[config.mk]
export PLATFORM = sky130hd
export DESIGN_NAME = radar_statistics_avg_flat
export DESIGN_NICKNAME = d
export VERILOG_FILES = /design/src/rtl/radar_statistics_avg_if.sv /design/src/rtl/radar_statistics_avg.sv /design/src/flat_wrapper.sv
export SDC_FILE = /design/constraint.sdc
export NUM_CORES = 1
export LEC_CHECK = 0
export ABC_AREA = 1
export CAP_MARGIN = 20
export CORE_AREA = 2 2 270 139
export CTS_BUF_LIST = sky130_fd_sc_hd__clkbuf_16
export CTS_CLUSTER_DIAMETER = 40
export DETAILED_ROUTE_END_ITERATION = 10
export DIE_AREA = 0 0 272 141
export DONT_BUFFER_PORTS = 1
export PLACE_DENSITY = 0.81
export SLEW_MARGIN = 15
export SYNTH_ARGS = -nofsm -noshare
export SYNTH_HDL_FRONTEND = slang
export SYNTH_SLANG_ARGS = --single-unit
[constraint.sdc]
create_clock -name S_AXIS_ACLK -period 5.5 [get_ports S_AXIS_ACLK]
set_clock_uncertainty 0.05 [all_clocks]
set_input_delay 1.1 -clock S_AXIS_ACLK [delete_from_list [all_inputs] [get_ports S_AXIS_ACLK]]
set_output_delay 1.1 -clock S_AXIS_ACLK [all_outputs]
set_load 0.02 [all_outputs]
[src/rtl/radar_statistics_avg_if.sv]
// Radar pulse inputs and timing measurement outputs.
// Carries one radar_statistics_avg instance.
interface radar_statistics_avg_if #(
  parameter int DATA_WIDTH = 32
);
  logic                  USEC_PE;
  logic                  RADAR_ARP_PE;
  logic                  RADAR_ACP_PE;
  logic                  RADAR_TRIG_PE;
  logic [DATA_WIDTH-1:0] RADAR_ARP_US;
  logic [DATA_WIDTH-1:0] RADAR_ARP_US_AVG;
  logic [DATA_WIDTH-1:0] RADAR_ACP_CNT;
  logic [DATA_WIDTH-1:0] RADAR_TRIG_US;
  logic [DATA_WIDTH-1:0] RADAR_TRIG_US_AVG;
  logic                  UPDATE;
  logic                  CALIBRATED;
  logic                  ARP_LOST;

  modport master (
    output USEC_PE, RADAR_ARP_PE,
    output RADAR_ACP_PE, RADAR_TRIG_PE,
    input  RADAR_ARP_US, RADAR_ARP_US_AVG,
    input  RADAR_ACP_CNT, RADAR_TRIG_US,
    input  RADAR_TRIG_US_AVG, UPDATE,
    input  CALIBRATED, ARP_LOST
  );

  modport slave (
    input  USEC_PE, RADAR_ARP_PE,
    input  RADAR_ACP_PE, RADAR_TRIG_PE,
    output RADAR_ARP_US, RADAR_ARP_US_AVG,
    output RADAR_ACP_CNT, RADAR_TRIG_US,
    output RADAR_TRIG_US_AVG, UPDATE,
    output CALIBRATED, ARP_LOST
  );
endinterface

[src/rtl/radar_statistics_avg.sv]
// Radar ARP/ACP/TRIG timing monitor with averaging, lock and loss.
// RADAR_STATS_TRIG_AVG_EN builds a sliding-mean window for TRIG.
module radar_statistics_avg #(
  parameter int DATA_WIDTH = 32,
  parameter int AVG_LOG2   = 2,
  parameter int STABLE_CNT = 4,
  parameter int TOL_US     = 8,
  parameter int TIMEOUT_US = 1000
) (
  input  logic S_AXIS_ACLK,
  input  logic S_AXIS_ARESETN,
  radar_statistics_avg_if.slave bus
);
  localparam int DW  = DATA_WIDTH;
  localparam int N   = 1 << AVG_LOG2;
  localparam int SW  = DW + AVG_LOG2;
  localparam int FW  = $clog2(N + 1);
  localparam int STW = $clog2(STABLE_CNT + 1);

  localparam logic [DW-1:0]  MAXV = '1;
  localparam logic [DW-1:0]  TOL  = DW'(TOL_US);
  localparam logic [DW-1:0]  TLST = DW'(TIMEOUT_US - 1);
  localparam logic [FW-1:0]  FULL = FW'(N);
  localparam logic [STW-1:0] SMAX = STW'(STABLE_CNT);

  typedef enum logic [1:0] {
    IDLE, ARMED, MEASURE, LOCKED
  } state_t;

  function automatic logic [DW-1:0] sat_inc(
    input logic [DW-1:0] x,
    input logic          en
  );
    return (en && x != MAXV) ? x + 1'b1 : x;
  endfunction

  state_t              state;
  logic [DW-1:0]       arp_cnt, acp_cnt, trig_cnt;
  logic                trig_armed;
  logic [DW-1:0]       arp_us_q, acp_q, arp_avg_q;
  logic [DW-1:0]       trig_us_q;
  logic [N-1:0][DW-1:0] arp_win;
  logic [SW-1:0]       arp_sum;
  logic [FW-1:0]       arp_fill;
  logic [STW-1:0]      stable;
  logic                update_q, cal_q, lost_q;

  logic          usec, arp_pe, acp_pe, trig_pe;
  logic [DW-1:0] arp_cap, acp_cap, trig_cap, dev;
  logic          timeout, in_tol, arp_full_nx;
  logic [SW-1:0] arp_sum_nx;
  logic [FW-1:0] arp_fill_nx;
  logic [STW-1:0] stable_inc;

  assign usec    = bus.USEC_PE;
  assign arp_pe  = bus.RADAR_ARP_PE;
  assign acp_pe  = bus.RADAR_ACP_PE;
  assign trig_pe = bus.RADAR_TRIG_PE;

  // a tick or pulse coincident with the closing edge belongs to the old period
  assign arp_cap  = sat_inc(arp_cnt, usec);
  assign acp_cap  = sat_inc(acp_cnt, acp_pe);
  assign trig_cap = sat_inc(trig_cnt, usec);

  assign timeout = (state != IDLE) && !arp_pe
                && usec && (arp_cnt == TLST);

  assign dev = (arp_cap >= arp_us_q) ? arp_cap - arp_us_q
                                     : arp_us_q - arp_cap;
  assign in_tol = (dev <= TOL);

  assign arp_sum_nx  = arp_sum + SW'(arp_cap)
                     - SW'(arp_win[N-1]);
  assign arp_fill_nx = (arp_fill == FULL) ? arp_fill
                                          : arp_fill + 1'b1;
  assign arp_full_nx = (arp_fill_nx == FULL);
  assign stable_inc  = (stable == SMAX) ? stable
                                        : stable + 1'b1;

  always_ff @(posedge S_AXIS_ACLK or negedge S_AXIS_ARESETN) begin
    if (!S_AXIS_ARESETN) begin
      state      <= IDLE;
      arp_cnt    <= '0;
      acp_cnt    <= '0;
      trig_cnt   <= '0;
      trig_armed <= 1'b0;
      arp_us_q   <= '0;
      acp_q      <= '0;
      arp_avg_q  <= '0;
      trig_us_q  <= '0;
      arp_win    <= '0;
      arp_sum    <= '0;
      arp_fill   <= '0;
      stable     <= '0;
      update_q   <= 1'b0;
      cal_q      <= 1'b0;
      lost_q     <= 1'b0;
    end else begin
      update_q <= 1'b0;
      arp_cnt  <= sat_inc(arp_cnt, usec);
      acp_cnt  <= sat_inc(acp_cnt, acp_pe);
      trig_cnt <= sat_inc(trig_cnt, usec);
      if (timeout) begin
        state      <= IDLE;
        lost_q     <= 1'b1;
        cal_q      <= 1'b0;
        stable     <= '0;
        arp_cnt    <= '0;
        acp_cnt    <= '0;
        trig_cnt   <= '0;
        trig_armed <= 1'b0;
        arp_us_q   <= '0;
        acp_q      <= '0;
        arp_avg_q  <= '0;
        trig_us_q  <= '0;
        arp_win    <= '0;
        arp_sum    <= '0;
        arp_fill   <= '0;
      end else begin
        if (arp_pe) begin
          arp_cnt <= '0;
          acp_cnt <= '0;
          if (state == IDLE) begin
            state  <= ARMED;
            lost_q <= 1'b0;
          end else begin
            arp_us_q  <= arp_cap;
            acp_q     <= acp_cap;
            update_q  <= 1'b1;
            arp_win   <= {arp_win[N-2:0], arp_cap};
            arp_sum   <= arp_sum_nx;
            arp_fill  <= arp_fill_nx;
            arp_avg_q <= arp_full_nx
                       ? arp_sum_nx[SW-1:AVG_LOG2] : '0;
            unique case (state)
              ARMED: begin
                state  <= MEASURE;
                stable <= '0;
              end
              MEASURE: begin
                if (in_tol) begin
                  stable <= stable_inc;
                  if (stable_inc == SMAX && arp_full_nx) begin
                    state <= LOCKED;
                    cal_q <= 1'b1;
                  end
                end else begin
                  stable <= '0;
                end
              end
              LOCKED: begin
                if (!in_tol) begin
                  state  <= MEASURE;
                  stable <= '0;
                  cal_q  <= 1'b0;
                end
              end
              default: ;
            endcase
          end
        end
        if (trig_pe) begin
          trig_cnt   <= '0;
          trig_armed <= 1'b1;
          if (trig_armed) trig_us_q <= trig_cap;
        end
      end
    end
  end

  assign bus.RADAR_ARP_US     = arp_us_q;
  assign bus.RADAR_ARP_US_AVG = arp_avg_q;
  assign bus.RADAR_ACP_CNT    = acp_q;
  assign bus.RADAR_TRIG_US    = trig_us_q;
  assign bus.UPDATE           = update_q;
  assign bus.CALIBRATED       = cal_q;
  assign bus.ARP_LOST         = lost_q;

`ifdef RADAR_STATS_TRIG_AVG_EN
  logic [N-1:0][DW-1:0] trig_win;
  logic [SW-1:0]        trig_sum, trig_sum_nx;
  logic [FW-1:0]        trig_fill, trig_fill_nx;
  logic [DW-1:0]        trig_avg_q;
  logic                 trig_cap_en;

  assign trig_cap_en  = trig_pe && trig_armed && !timeout;
  assign trig_sum_nx  = trig_sum + SW'(trig_cap)
                      - SW'(trig_win[N-1]);
  assign trig_fill_nx = (trig_fill == FULL) ? trig_fill
                                            : trig_fill + 1'b1;

  always_ff @(posedge S_AXIS_ACLK or negedge S_AXIS_ARESETN) begin
    if (!S_AXIS_ARESETN) begin
      trig_win   <= '0;
      trig_sum   <= '0;
      trig_fill  <= '0;
      trig_avg_q <= '0;
    end else if (timeout) begin
      trig_win   <= '0;
      trig_sum   <= '0;
      trig_fill  <= '0;
      trig_avg_q <= '0;
    end else if (trig_cap_en) begin
      trig_win   <= {trig_win[N-2:0], trig_cap};
      trig_sum   <= trig_sum_nx;
      trig_fill  <= trig_fill_nx;
      trig_avg_q <= (trig_fill_nx == FULL)
                  ? trig_sum_nx[SW-1:AVG_LOG2] : '0;
    end
  end

  assign bus.RADAR_TRIG_US_AVG = trig_avg_q;
`else
  assign bus.RADAR_TRIG_US_AVG = trig_us_q;
`endif
endmodule

[src/flat_wrapper.sv]
// flat-port wrapper written by rule: the top's interface ports become plain ports
module radar_statistics_avg_flat 
#(
  parameter int DATA_WIDTH = 32,
  parameter int AVG_LOG2   = 2,
  parameter int STABLE_CNT = 4,
  parameter int TOL_US     = 8,
  parameter int TIMEOUT_US = 1000
)
  (S_AXIS_ACLK, S_AXIS_ARESETN, bus_USEC_PE, bus_RADAR_ARP_PE, bus_RADAR_ACP_PE, bus_RADAR_TRIG_PE, bus_RADAR_ARP_US, bus_RADAR_ARP_US_AVG, bus_RADAR_ACP_CNT, bus_RADAR_TRIG_US, bus_RADAR_TRIG_US_AVG, bus_UPDATE, bus_CALIBRATED, bus_ARP_LOST);
  radar_statistics_avg_if #(.DATA_WIDTH(DATA_WIDTH)) bus_i ();
  input  logic S_AXIS_ACLK;
  input  logic S_AXIS_ARESETN;
  input wire logic [$bits(bus_i.USEC_PE)-1:0] bus_USEC_PE;
  input wire logic [$bits(bus_i.RADAR_ARP_PE)-1:0] bus_RADAR_ARP_PE;
  input wire logic [$bits(bus_i.RADAR_ACP_PE)-1:0] bus_RADAR_ACP_PE;
  input wire logic [$bits(bus_i.RADAR_TRIG_PE)-1:0] bus_RADAR_TRIG_PE;
  output wire logic [$bits(bus_i.RADAR_ARP_US)-1:0] bus_RADAR_ARP_US;
  output wire logic [$bits(bus_i.RADAR_ARP_US_AVG)-1:0] bus_RADAR_ARP_US_AVG;
  output wire logic [$bits(bus_i.RADAR_ACP_CNT)-1:0] bus_RADAR_ACP_CNT;
  output wire logic [$bits(bus_i.RADAR_TRIG_US)-1:0] bus_RADAR_TRIG_US;
  output wire logic [$bits(bus_i.RADAR_TRIG_US_AVG)-1:0] bus_RADAR_TRIG_US_AVG;
  output wire logic [$bits(bus_i.UPDATE)-1:0] bus_UPDATE;
  output wire logic [$bits(bus_i.CALIBRATED)-1:0] bus_CALIBRATED;
  output wire logic [$bits(bus_i.ARP_LOST)-1:0] bus_ARP_LOST;
  assign bus_i.USEC_PE = bus_USEC_PE;
  assign bus_i.RADAR_ARP_PE = bus_RADAR_ARP_PE;
  assign bus_i.RADAR_ACP_PE = bus_RADAR_ACP_PE;
  assign bus_i.RADAR_TRIG_PE = bus_RADAR_TRIG_PE;
  assign bus_RADAR_ARP_US = bus_i.RADAR_ARP_US;
  assign bus_RADAR_ARP_US_AVG = bus_i.RADAR_ARP_US_AVG;
  assign bus_RADAR_ACP_CNT = bus_i.RADAR_ACP_CNT;
  assign bus_RADAR_TRIG_US = bus_i.RADAR_TRIG_US;
  assign bus_RADAR_TRIG_US_AVG = bus_i.RADAR_TRIG_US_AVG;
  assign bus_UPDATE = bus_i.UPDATE;
  assign bus_CALIBRATED = bus_i.CALIBRATED;
  assign bus_ARP_LOST = bus_i.ARP_LOST;
  radar_statistics_avg #(.DATA_WIDTH(DATA_WIDTH), .AVG_LOG2(AVG_LOG2), .STABLE_CNT(STABLE_CNT), .TOL_US(TOL_US), .TIMEOUT_US(TIMEOUT_US)) u_core (.S_AXIS_ACLK(S_AXIS_ACLK), .S_AXIS_ARESETN(S_AXIS_ARESETN), .bus(bus_i));
endmodule
==> qor.json, run 1 <==
{
  "cells_and_area": {
    "fill_cells": 2948,
    "antenna_cells_inserted": 0,
    "area_growth_syn_to_layout_pct": 7.74,
    "share_of_final_layout_standard_cells_stronger_than_drive_strength_1_pct": 7.09,
    "mostFrequentLayoutCell": "sky130_fd_sc_hd__nand2_1",
    "most-common-layout-cells": "sky130_fd_sc_hd__nand2_1 (872), sky130_fd_sc_hd__inv_1 (443), sky130_fd_sc_hd__dfrtp_1 (366)",
    "final_cells": 3611,
    "multi_input_area_um2": 11500,
    "layout.area.seq_um2": 9160,
    "layout.core_utilization_pct": 68.4,
    "fin_nets": 3232
  },
  "timing": {
    "finalCriticalPeriod_ps": 5270,
    "timing_worst_slew_pin_value_ps": 1060,
    "fin_crit_share_pct": 95.9,
    "fmax_ghz": 0.190,
    "slew_headroom_pct": 29.1,
    "final-max-slew-violation-count": 0,
    "layout_setup_ws_ps": 226,
    "setup_violation_total_in_the_final_timing_report": 0,
    "totalNegativeSetupSlack_ps": 0,
    "hold_viol_final": 0
  },
  "synthesis": {
    "syn_nets": 3260,
    "synth-async-reset-ratio_pct": 100,
    "ys_seq_area_share_pct": 39.7,
    "ys_types": 45,
    "netlist_instances": 3118,
    "avgSynthCellArea_um2": 7.40,
    "synth_warnings": 0,
    "share_of_the_synthesized_area_in_the_top_cell_type_pct": 39.7,
    "synth_enable_flop_cells": 0,
    "yosys-top-cells-area": "sky130_fd_sc_hd__dfrtp_1 (40%), sky130_fd_sc_hd__nand2_1 (14%), sky130_fd_sc_hd__inv_1 (7.2%)",
    "postSynthRegisterBits": 366,
    "ys.flop_type": "sky130_fd_sc_hd__dfrtp_1",
    "post_synthesis_instance_area_um2": 23100,
    "synth_top_cell_by_area": "sky130_fd_sc_hd__dfrtp_1"
  },
  "floorplan": {
    "core.rowCount": 50,
    "start_util_pct": 63.5,
    "ios": 169,
    "die_width_um": 272,
    "die_height_um": 141,
    "fp.coreArea_um2": 36300,
    "die_area_um2": 38400
  },
  "grt": {
    "globalRoute.totalOverflow": 0,
    "grt_start_max_net_pins": 367,
    "groute.usage.overall_pct": 39.0,
    "grt_pass1_wl_um": 115000,
    "number_of_global_route_vias_before_repair": 20137,
    "initial_antenna_violation_count": 0
  },
  "worst_setup_path": {
    "worstSetupPathType": "reg -> reg",
    "crit_path_frequent_cell": "sky130_fd_sc_hd__nand2_1",
    "cp_slowest_cell": "sky130_fd_sc_hd__ha_1",
    "critical-path-max-stage-delay_ps": 490,
    "critPathRequiredTime_ps": 5880,
    "crit_fanout": 7,
    "end_kind": "flip-flop",
    "worst-endpoint-arrival_ps": 5650,
    "rr_startpoint": "u_core.arp_cnt[0]$_DFF_PN0_",
    "cp-start-kind": "flip-flop",
    "critPathLaunch": "u_core.arp_cnt[0]$_DFF_PN0_"
  },
  "placement": {
    "buffer_ports.inserted": 0,
    "dp.final_hpwl_um": 57500,
    "place.gp.congestion": 1.06,
    "detailedPlace.worstSlack_ps": 56.4,
    "post-place-cells": 3542
  },
  "job": {
    "maxCapViolCount": 0
  },
  "worst_hold_path": {
    "hold_class": "in -> async"
  },
  "clock_tree": {
    "cts_sinks": 366,
    "cts_tree": "yes",
    "clock_latency_ps": 560,
    "clk_root_buffer_cell": "sky130_fd_sc_hd__clkbuf_16",
    "clock_tree.buffer_depth": 3,
    "cts_h_tree_lvls": 2,
    "clock_slew_at_reported_path_ffs_ps": 70,
    "cts_buffers": 37
  },
  "routing": {
    "final_wl_um": 75000,
    "drt_iter0_markers": 2841,
    "route.detailed.drc": 0,
    "detailedRoute.firstPassIterationCount": 6,
    "detail-route-antenna-nets": 0,
    "avgViaCountPerCell": 6.00,
    "detail_route.wl_per_cell_um": 20.8,
    "vias": 21659
  },
  "status": {
    "result_of_the_run": "complete, no violations"
  },
  "power_and_ir_drop": {
    "power.density_cell_area_nw_per_um2": 449,
    "leakage_nw": 12.5,
    "ir_drop_mv": 0.387,
    "design_power_total_mw": 11.2
  }
}
[worst max-delay path: cells and delay by family, from the launching register on]
family	cells	cell delay [ps]
AOI/OAI and AO/OA	1	260
xor gates and xnor gates	1	160
adders and majority gates	2	780
buffers and inverters	4	590
DFF	1	430
and+or+nand+nor	25	2910
[sequential cells by signal, summed over array words and instances, names as in the netlist]
name / cells
u_core.bus.UPDATE: 1
u_core.trig_cnt: 32
u_core.bus.RADAR_ARP_US: 1
u_core.trig_armed: 1
u_core.bus.RADAR_ARP_US_AVG: 32
u_core.arp_sum: 34
u_core.bus.ARP_LOST: 1
u_core.arp_cnt: 32
u_core.bus.RADAR_TRIG_US: 32
u_core.arp_fill: 3
u_core.stable: 3
u_core.state: 2
u_core.acp_cnt: 32
u_core.bus.RADAR_ACP_CNT: 32
u_core.arp_win: 127
u_core.bus.CALIBRATED: 1
[worst paths after layout]
| path | end | slack [ps] | depth (start not counted) |
|---|---|---|---|
| worst max register to register | u_core.state[0]$_DFFE_PN0P_ | 230 | 33 |
| worst min register to register | u_core.arp_sum[3]$_DFFE_PN0P_ | 470 | 2 |
| min in group S_AXIS_ACLK | u_core.arp_sum[3]$_DFFE_PN0P_ | 470 | 2 |
| max in group asynchronous | u_core.trig_cnt[23]$_DFF_PN0_ | 4350 | 0 |
| worst max-delay path | u_core.state[0]$_DFFE_PN0P_ | 230 | 33 |
| worst min-delay path | u_core.bus.RADAR_ACP_CNT[5]$_DFFE_PN0P_ | 190 | 0 |
[synth_stat cells, types with 17 or more instances]
library cell and n:
sky130_fd_sc_hd__a21oi_1 101, sky130_fd_sc_hd__buf_4 64, sky130_fd_sc_hd__clkbuf_1 53, sky130_fd_sc_hd__dfrtp_1 366, sky130_fd_sc_hd__fa_1 32, sky130_fd_sc_hd__ha_1 104, sky130_fd_sc_hd__inv_1 442, sky130_fd_sc_hd__inv_2 17
sky130_fd_sc_hd__nand2_1 873, sky130_fd_sc_hd__nand3_1 118, sky130_fd_sc_hd__nand4_1 55, sky130_fd_sc_hd__nor2_1 292, sky130_fd_sc_hd__nor3_1 51, sky130_fd_sc_hd__nor4_1 22, sky130_fd_sc_hd__o21ai_0 190, sky130_fd_sc_hd__o22ai_1 104
sky130_fd_sc_hd__xnor2_1 28, sky130_fd_sc_hd__xor2_1 79
[metal layers]
metal  wire length, um  GRT usage, %
met4              1190          7.49
met1             34700          62.7
met2             28400          50.7
met3             10600          12.2
met5                 0             0
[layout make-up]
class                           instances  area share [%]
Clock buffer                           38            3.82
Multi-Input combinational cell       2153            46.3
Sequential cell                       366            36.8
Inverter                              460            6.96
Timing Repair Buffer                   72            2.30
Clock inverter                         28            1.27
Tap cell                              494            2.49
[repair_timing]
action	CTS	global route
setup buffers	0	2
resized for setup	0	26
endpoints found under the setup margin	0	19
hold buffers	0	0
[metrics by stage]
stage                     area [um2]  hold WS [ps]
after detailed placement       23500           452
after global placement         23500           435
after floorplan                23100           407
final                          24900           189
after global routing           24900           173
after CTS                      24700           166
[power by group]
| group | switching (mW) | total, mW | internal, mW |
|---|---|---|---|
| clock network | 1.16 | 2.67 | 1.52 |
| registers | 0.472 | 3.50 | 3.03 |
| logic | 3.35 | 4.98 | 1.63 |
[logic make-up (layout without fill, tap and decap cells)]
logic type	count (synthesis)	after routing	synth area share [%]
flops	366	366	39.7
buf+inv	599	598	10.9
simple gates	1463	1463	26.3
fa+ha+maj	136	136	8.41
xor+xnor	107	107	4.06
compound gates	447	447	10.7
Note: power is estimated with default switching activity, not from simulation.
==> run 2, diff against run 1 <==
--- a/config.mk
+++ b/config.mk
@@ -14,6 +14,7 @@
 export DIE_AREA = 0 0 272 141
 export DONT_BUFFER_PORTS = 1
 export PLACE_DENSITY = 0.81
+export REMOVE_ABC_BUFFERS = 1
 export SLEW_MARGIN = 15
 export SYNTH_ARGS = -nofsm -noshare
 export SYNTH_HDL_FRONTEND = slang
==> run 2 against run 1 <==
  * Final cell count fell by 0.39%
  * Routed wire length rose by 8.1%
  * Combinational power increased by 2%
  * Register-to-register slack about the same
  * Worst setup slack got worse by 14 ps
  * Clock power is 3% lower
==> qor.json, run 2 (same netlist as run 1, synthesis figures left out) <==
{
  "routing": {
    "drt_iter0_markers": {"value": 3404, "change": "+20%"},
    "detail_route.wl_per_cell": {"value": 22.5, "unit": "um", "change": "+8.5%"},
    "final_wl": {"value": 81000, "unit": "um", "change": "+8.1%"},
    "detailedRoute.firstPassIterationCount": {"value": 6, "change": "unchanged"},
    "vias": {"value": 21950, "change": "+1.3%"},
    "avgViaCountPerCell": {"value": 6.10, "change": "+1.7%"},
    "detail-route-antenna-nets": {"value": 0, "change": "unchanged"},
    "route.detailed.drc": {"value": 0, "change": "unchanged"}
  },
  "power_and_ir_drop": {
    "power.density_cell_area": {"value": 454, "unit": "nW/um2", "change": "+1.1%"},
    "ir_drop": {"value": 0.383, "unit": "mV", "change": "-1.1%"},
    "leakage": {"value": 12.4, "unit": "nW", "change": "-0.77%"}
  },
  "timing": {
    "final-max-slew-violation-count": {"value": 0, "change": "unchanged"},
    "setup_violation_total_in_the_final_timing_report": {"value": 0, "change": "unchanged"},
    "fin_crit_share": {"value": 96.1, "unit": "%", "change": "+0.26 points"},
    "timing_worst_slew_pin_value": {"value": 1210, "unit": "ps", "change": "+147 ps"},
    "fmax": {"value": 0.189, "unit": "GHz", "change": "-0.27%"},
    "slew_headroom": {"value": 18.7, "unit": "%", "change": "-10 points"},
    "finalCriticalPeriod": {"value": 5290, "unit": "ps", "change": "+14.3 ps"},
    "hold_viol_final": {"value": 0, "change": "unchanged"},
    "layout_setup_ws": {"value": 212, "unit": "ps", "change": "-14.3 ps"}
  },
  "cells_and_area": {
    "fin_nets": {"value": 3221, "change": "-0.34%"},
    "top_register": "u_core.arp_win",
    "share_of_final_layout_standard_cells_stronger_than_drive_strength_1": {"value": 6.35, "unit": "%", "change": "-0.74 points"},
    "mostFrequentLayoutCell": "sky130_fd_sc_hd__nand2_1",
    "area_growth_syn_to_layout_pct": 6.89,
    "top_regs": "u_core.arp_win: 127 flops, u_core.arp_sum: 34 flops",
    "largest_reg_flops": {"value": 127, "change": "unchanged"},
    "most-common-layout-cells": "sky130_fd_sc_hd__nand2_1 (873), sky130_fd_sc_hd__inv_1 (447), sky130_fd_sc_hd__dfrtp_1 (366)",
    "layout.core_utilization": {"value": 67.9, "unit": "%", "change": "-0.54 points"},
    "antenna_cells_inserted": {"value": 0, "change": "unchanged"}
  },
  "worst_setup_path": {
    "end_kind": "flip-flop",
    "critical-path-max-stage-delay": {"value": 470, "unit": "ps", "change": "-20 ps"},
    "critPathRequiredTime": {"value": 5890, "unit": "ps", "change": "about the same"},
    "worstSetupPathType": "reg -> reg",
    "cp.depth": {"value": 25, "change": "-24%"},
    "worst-endpoint-arrival": {"value": 5670, "unit": "ps", "change": "+20 ps"},
    "critPathBufInv": {"value": 4, "change": "unchanged"},
    "crit_fanout": {"value": 5, "change": "-2"},
    "cp-start-kind": "flip-flop",
    "worst_case_reg_to_reg_path_depth": {"value": 25, "change": "-24%"},
    "cp_slowest_cell": "sky130_fd_sc_hd__fa_1",
    "cp_top_family": "simple AND/OR/NAND/NOR gates"
  },
  "floorplan": {
    "die_height": {"value": 141, "unit": "um", "change": "unchanged"},
    "ios": {"value": 169, "change": "unchanged"},
    "die_area": {"value": 38400, "unit": "um2", "change": "unchanged"},
    "core.rowCount": {"value": 50, "change": "unchanged"},
    "fp.coreArea": {"value": 36300, "unit": "um2", "change": "unchanged"},
    "die_width": {"value": 272, "unit": "um", "change": "unchanged"},
    "start_util": {"value": 63.5, "unit": "%", "change": "unchanged"}
  },
  "placement": {
    "detailedPlace.worstSlack": {"value": 117, "unit": "ps", "change": "+60.8 ps"},
    "dp.final_hpwl": {"value": 63300, "unit": "um", "change": "+10%"},
    "place.gp.congestion": {"value": 1.06, "change": "+0.57%"},
    "buffer_ports.inserted": {"value": 0, "change": "unchanged"}
  },
  "clock_tree": {
    "cts_hold_buf": {"value": 0, "change": "unchanged"},
    "clk_root_buffer_cell": "sky130_fd_sc_hd__clkbuf_16",
    "cts_buffers": {"value": 37, "change": "unchanged"},
    "clock_slew_at_reported_path_ffs": {"value": 70, "unit": "ps", "change": "about the same"},
    "cts_h_tree_lvls": {"value": 2, "change": "unchanged"},
    "cts_tree": "yes",
    "cts_sinks": {"value": 366, "change": "unchanged"},
    "clock_tree.buffer_depth": {"value": 3, "change": "unchanged"},
    "clock_latency": {"value": 560, "unit": "ps", "change": "about the same"}
  },
  "grt": {
    "globalRoute.totalOverflow": {"value": 0, "change": "unchanged"},
    "grt_start_max_net_pins": {"value": 367, "change": "unchanged"},
    "groute.usage.overall": {"value": 42.2, "unit": "%", "change": "+3.2 points"},
    "number_of_global_route_vias_before_repair": {"value": 20196, "change": "+0.29%"},
    "initial_antenna_violation_count": {"value": 1, "change": "+1"},
    "grt_pass1_wl": {"value": 122000, "unit": "um", "change": "+5.5%"}
  },
  "status": {
    "result_of_the_run": "complete, no violations"
  },
  "worst_hold_path": {
    "hold_class": "in -> async"
  },
  "job": {
    "maxCapViolCount": {"value": 0, "change": "unchanged"}
  }
}
-- run 2: cell count changes in the layout (fill, tap and decap cells not counted), moves of 3 or more --
cell / delta
sky130_fd_sc_hd__inv_6: -3
sky130_fd_sc_hd__inv_1: +4
sky130_fd_sc_hd__buf_4: -10
sky130_fd_sc_hd__a21oi_2: -5
sky130_fd_sc_hd__clkinv_2: -3
sky130_fd_sc_hd__a21oi_1: +4
-- run 2: worst reg2reg max path, stage by stage, from the launching register on --
cell                      delay (ps)
sky130_fd_sc_hd__dfrtp_1         440
sky130_fd_sc_hd__nand2_1         110
sky130_fd_sc_hd__nor2_1          160
sky130_fd_sc_hd__nand2_1         120
sky130_fd_sc_hd__nor4_1          320
sky130_fd_sc_hd__buf_4           190
sky130_fd_sc_hd__a21oi_4          80
sky130_fd_sc_hd__inv_2           110
sky130_fd_sc_hd__nor2_1           80
sky130_fd_sc_hd__nand2_1         180
sky130_fd_sc_hd__xor2_1          230
sky130_fd_sc_hd__inv_1           190
sky130_fd_sc_hd__fa_1            470
sky130_fd_sc_hd__ha_1            370
sky130_fd_sc_hd__a21oi_1         300
sky130_fd_sc_hd__o21a_1          170
sky130_fd_sc_hd__o21ai_0         170
sky130_fd_sc_hd__nand2_1         130
sky130_fd_sc_hd__inv_1            60
sky130_fd_sc_hd__nor2_1          140
sky130_fd_sc_hd__o21ai_0         180
sky130_fd_sc_hd__a21oi_2         290
sky130_fd_sc_hd__o21ai_0         150
sky130_fd_sc_hd__or2_2           300
sky130_fd_sc_hd__nand3_1         100
sky130_fd_sc_hd__o21ai_0          80
-- run 2: worst paths after layout --
check | startpoint | end | slack (ps)
worst max-delay path | u_core.arp_cnt[24]$_DFF_PN0_ | u_core.bus.RADAR_ARP_US_AVG[27]$_DFFE_PN0P_ | 210
worst min-delay path | S_AXIS_ARESETN | u_core.arp_win[105]$_DFFE_PN0P_ | 180
worst max register to register | u_core.arp_cnt[24]$_DFF_PN0_ | u_core.bus.RADAR_ARP_US_AVG[27]$_DFFE_PN0P_ | 210
worst min register to register | u_core.arp_sum[8]$_DFFE_PN0P_ | u_core.arp_sum[8]$_DFFE_PN0P_ | 460
max in group asynchronous | S_AXIS_ARESETN | u_core.acp_cnt[25]$_DFF_PN0_ | 4690
min in group S_AXIS_ACLK | u_core.arp_sum[8]$_DFFE_PN0P_ | u_core.arp_sum[8]$_DFFE_PN0P_ | 460
-- run 2: what timing repair did --
action | CTS | global route
endpoints found under the setup margin | 0 | 11
setup buffers | 0 | 1
resized for setup | 0 | 16
-- run 2: cell type report --
type                    instances  area (um2)
fillers                      2953       11700
flip-flops and latches        366        9160
clock inverters                25         249
inverters                     460        1730
clock buffers                  38         951
repair buffers                 61         470
multi-input cells            2153       11500
well taps                     494         618
-- run 2: through the flow --
stage               total power [mW]  area [um2]  TNS, ps  hold slack [ps]  std cells
floorplan                       6.86       22300  -427380              407       2979
global placement                8.11       23400        0              436       3533
detailed placement              8.34       23400        0              448       3533
CTS                             10.9       24600        0              166       3596
global route                    11.8       24700     -162              166       3597
finish                          11.2       24700        0              182       3597
-- run 2: power by group --
| group | internal (mW) | switching, mW |
|---|---|---|
| clock network | 1.42 | 1.17 |
| logic | 1.63 | 3.45 |
| registers | 3.03 | 0.491 |
| total | 6.08 | 5.11 |
-- run 2: metal layers --
layer / vias up / share of wire (%) / GRT usage [%]
li1: 9782 / - / -
met1: 10438 / 45 / 66.7
met2: 1599 / 36 / 50.8
met3: 127 / 18 / 20.3
met5: - / 0.094 / 1.25
met4: 4 / 1.7 / 7.09
